==> src/rtl/ring_pkg.sv <==
// Shared definitions for the one-hot ring counter and any logic that needs to
// check a ring pattern for legality.
package ring_pkg;

  localparam int         RING_WIDTH_DEFAULT = 4;
  localparam logic [3:0] RING_INIT_DEFAULT  = 4'b0001;

  // True when exactly one of the low w bits of v is set; bits at or above w are ignored.
  function automatic logic is_onehot(input logic [31:0] v, input int w);
    int cnt;
    cnt = 0;
    for (int i = 0; i < 32; i++) begin
      if ((i < w) && v[i]) begin
        cnt = cnt + 1;
      end
    end
    return (cnt == 1);
  endfunction

endpackage

==> src/rtl/ring_counter.sv <==
// One-hot ring counter: a single set bit circulates through q, one position per
// clock. Any non-one-hot state is replaced by INIT on the next edge.
module ring_counter
  import ring_pkg::*;
#(
  parameter int               WIDTH    = RING_WIDTH_DEFAULT,
  parameter logic [WIDTH-1:0] INIT     = WIDTH'(RING_INIT_DEFAULT),
  parameter bit               SHIFT_UP = 1'b1
) (
  input  logic             clk,
  input  logic             rst,
  output logic [WIDTH-1:0] q
);

  if ((WIDTH < 2) || (WIDTH > 32)) begin : g_bad_width
    $fatal(1, "ring_counter: WIDTH must be in 2..32");
  end else if (!is_onehot(32'(INIT), WIDTH)) begin : g_bad_init
    $fatal(1, "ring_counter: INIT must be one-hot within WIDTH");
  end

  logic [WIDTH-1:0] q_q;
  logic [WIDTH-1:0] q_d;
  logic [WIDTH-1:0] rot;
  logic             legal;

  always_comb begin
    rot = q_q;
    if (SHIFT_UP) begin
      rot = {q_q[WIDTH-2:0], q_q[WIDTH-1]};
    end else begin
      rot = {q_q[0], q_q[WIDTH-1:1]};
    end
  end

  // An upset state (zero or several bits set) is not rotated; it is reloaded.
  always_comb begin
    legal = is_onehot(32'(q_q), WIDTH);
    q_d   = INIT;
    if (legal) begin
      q_d = rot;
    end
  end

  always_ff @(posedge clk or negedge rst) begin
    if (!rst) begin
      q_q <= INIT;
    end else begin
      q_q <= q_d;
    end
  end

  assign q = q_q;

endmodule

==> config.mk <==
export PLATFORM = sky130hd
export DESIGN_NAME = ring_counter
export DESIGN_NICKNAME = d
export VERILOG_FILES = /design/src/rtl/ring_pkg.sv /design/src/rtl/ring_counter.sv
export SDC_FILE = /design/constraint.sdc
export NUM_CORES = 1
export LEC_CHECK = 0
export CAP_MARGIN = 20
export CELL_PAD_IN_SITES_DETAIL_PLACEMENT = 0
export CELL_PAD_IN_SITES_GLOBAL_PLACEMENT = 1
export CORE_AREA = 4 4 41 43
export DETAILED_ROUTE_END_ITERATION = 10
export DIE_AREA = 0 0 45 47
export GPL_ROUTABILITY_DRIVEN = 0
export PLACE_DENSITY_LB_ADDON = 0.1
export RECOVER_POWER = 50
export SKIP_CTS_REPAIR_TIMING = 1
export SLEW_MARGIN = 0
export SYNTH_ARGS = -nofsm -noshare
export SYNTH_HDL_FRONTEND = slang
export SYNTH_SLANG_ARGS = --single-unit
==> constraint.sdc <==
create_clock -name clk -period 2 [get_ports clk]
set_input_delay 0.2 -clock clk [delete_from_list [all_inputs] [get_ports clk]]
set_output_delay 0.2 -clock clk [all_outputs]
set_load 0.1 [all_outputs]
==> flow_summary.ini <==
[synth]
synth_cell_types = 14
synthCells = 24
synth_compound_area_share_pct = 14.1
syn_area_sq_um = 239
synth-seq-cells = 4
yosysSeqAreaShare_pct = 42.4
synth_top_family_by_area = adder cells
yosys.area.top_type_share_pct = 31.4
post-synth-top-area-cell = dfrtp_1
syn_avg_cell_area_sq_um = 9.96
synth_area_leaders = dfrtp_1 31%, ha_1 16%, dfstp_2 11%, a211oi_1 9.4%, xor2_1 7.3%
synth_xor_area_share_pct = 7.33
synth_fa_ha_area_share_pct = 15.7
syn-num-nets = 29
ys_warn_count = 0
yosys.area_share.simple_pct = 14.1
synthMuxAreaShare_pct = 0

[timing]
fin_crit_sh_pct = 104
finClkSkew_ps = 8.23
maxSlewHeadroom_pct = 65.0
period_needed_ps = 2090
grt_setup_unrepaired = yes
postLayoutSetupSlackWorst_ps = -87.0
setup_violations = 3
fmax_ghz = 0.479
finalHoldViolCount = 0
slew_violations = 0
worst_pin_slew_ps = 523

[layout]
drive_gt1_share_pct = 67.6
seqCellArea_sq_um = 110
area_delta_synth_final_pct = 86.9
final_nets = 43
utilization_pct = 34.3
fillers = 139
final_common_cell = buf_4
layout_common_cells = 9 x buf_4, 3 x a211oi_2, 3 x ha_4, 3 x clkbuf_4
diodes = 0
multi_input_area_sq_um = 200
largest_register_ffs = 4

[job]
max_cap_violations = 0

[power_and_ir_drop]
cellLeakagePower_nw = 0.176
p_comb_share_pct = 1.4
intPower_mw = 0.158
pwr-share-clk_pct = 56.5
pwr-share-seq_pct = 42.1
powerDensity_mw_per_mm2 = 432
vdd_drop_max_v = 0.000244
switchingPower_mw = 0.0356
swShare_pct = 18.4
power_mw = 0.193

[clock_tree]
cts_sinks = 4
clk_latency_ps = 240
clkTransAtPathRegs_ps = 40
cts_made_buffers = 3
clockRootBuffer = clkbuf_4
cts_tree = yes
cts-htree-levels = 1
cts_max_path_buffers = 2

[placement]
port_buffers = 5
place_ws_ps = -117
dpl.hpwl_microns = 407

[floorplan]
core-area_sq_mm = 0.00130
design.die.area_sq_mm = 0.00212
start_util_pct = 18.4
num_io_pins = 6
chipHeight_microns = 47
num_rows = 13
die_w_microns = 45

[setup_path]
cp_max_fo = 3
cp.required_ps = 2140
critPathArrivalTime_ps = 2230
critPathKind = register to register
critPathLaunchType = register
end_kind = register

[drt]
dr.first_iter.drc_count = 0
via_per_inst = 4.21
drt_pre_antenna_iters = 1
wl_microns = 573
vias = 219
wl_per_cell_microns = 11.0
antenna_left = 0
drc_errors = 0

[global_routing]
grt.overflow.total = 0
grt_pass1_vias = 208
grt_max_degree = 9
antenna_found_initial = 0
grt_pass1_wl_microns = 848
grtUsageTotal_pct = 6.56

[run_status]
violations = negative setup slack
outcome = finished, violations left

[worst_hold_path]
min_path_type = primary input to asynchronous set/reset pin
## critical path, cell delays in order (launching register included)
cell      delay (ps)
dfstp_4          620
inv_4             40
ha_4             280
xor2_4           170
ha_4             220
or3b_4           420
a211oi_2         230
## cells in the mapped netlist
| cell | instances |
|---|---|
| nand3_1 | 1 |
| ha_1 | 3 |
| xor2_1 | 2 |
| inv_1 | 3 |
| nor4b_1 | 1 |
| a31oi_1 | 1 |
| nand2_1 | 1 |
| a21oi_1 | 1 |
| nor2_1 | 2 |
| clkbuf_1 | 1 |
| dfrtp_1 | 3 |
| a211oi_1 | 3 |
| dfstp_2 | 1 |
| or3b_1 | 1 |
## cell type report
class | count | area share, %
clock buffers | 4 | 5.88
inverters | 3 | 3.08
multi-input cells | 16 | 44.8
flip-flops and latches | 4 | 24.6
well taps | 15 | 4.20
repair buffers | 10 | 17.4
## through the flow
stage / instances / instance area, sq um / hold WS (ps) / TNS [ps]
6_report: 52 / 447 / 227 / -185
5_1_grt: 52 / 447 / 237 / -360
4_1_cts: 51 / 374 / 156 / -366
3_5_place_dp: 47 / 348 / 413 / -277
3_3_place_gp: 47 / 348 / 409 / -186
2_1_floorplan: 24 / 263 / -95.6 / -570
## metal layers
metal  vias to the layer above  global-route usage (%)  part of all wire, %
li1                        108                       -                    -
met1                       102                    5.69                   44
met2                         7                    9.60                   47
met3                         2                    4.60                  5.4
met4                         0                    7.02                  3.3
met5                         -                       0                    0
## path summary, 6_finish.rpt
| path | from | depth (start not counted) | endpoint | slack, ps |
|---|---|---|---|---|
| max in group asynchronous | rst | 1 | q[0]$_DFF_PN1_ | 1540 |
| min | rst | 1 | q[1]$_DFF_PN0_ | 230 |
| max reg2reg | q[0]$_DFF_PN1_ | 6 | q[2]$_DFF_PN0_ | -90 |
| min reg2reg | q[2]$_DFF_PN0_ | 2 | q[3]$_DFF_PN0_ | 660 |
| min in group clk | q[2]$_DFF_PN0_ | 2 | q[3]$_DFF_PN0_ | 660 |
| max | q[0]$_DFF_PN1_ | 6 | q[2]$_DFF_PN0_ | -90 |
## kinds of logic after synthesis
logic type               after synthesis
adder cells (fa/ha/maj)                3
AO/OA/AOI/OAI                          5
AND/OR/NAND/NOR                        6
flip-flops                             4
XOR/XNOR                               2
buffers and inverters                  4
## power groups by stage
stage | clock network (mW) | registers [mW] | logic, mW
global route | 0.123 | 0.0811 | 0.00324
floorplan | 0 | 0.0823 | 0.0000000548
global placement | 0 | 0.0823 | 0.00313
CTS | 0.114 | 0.0813 | 0.00323
detailed placement | 0 | 0.0823 | 0.00322
finish | 0.109 | 0.0813 | 0.00271
No activity file was read; power rests on OpenSTA's default activity.
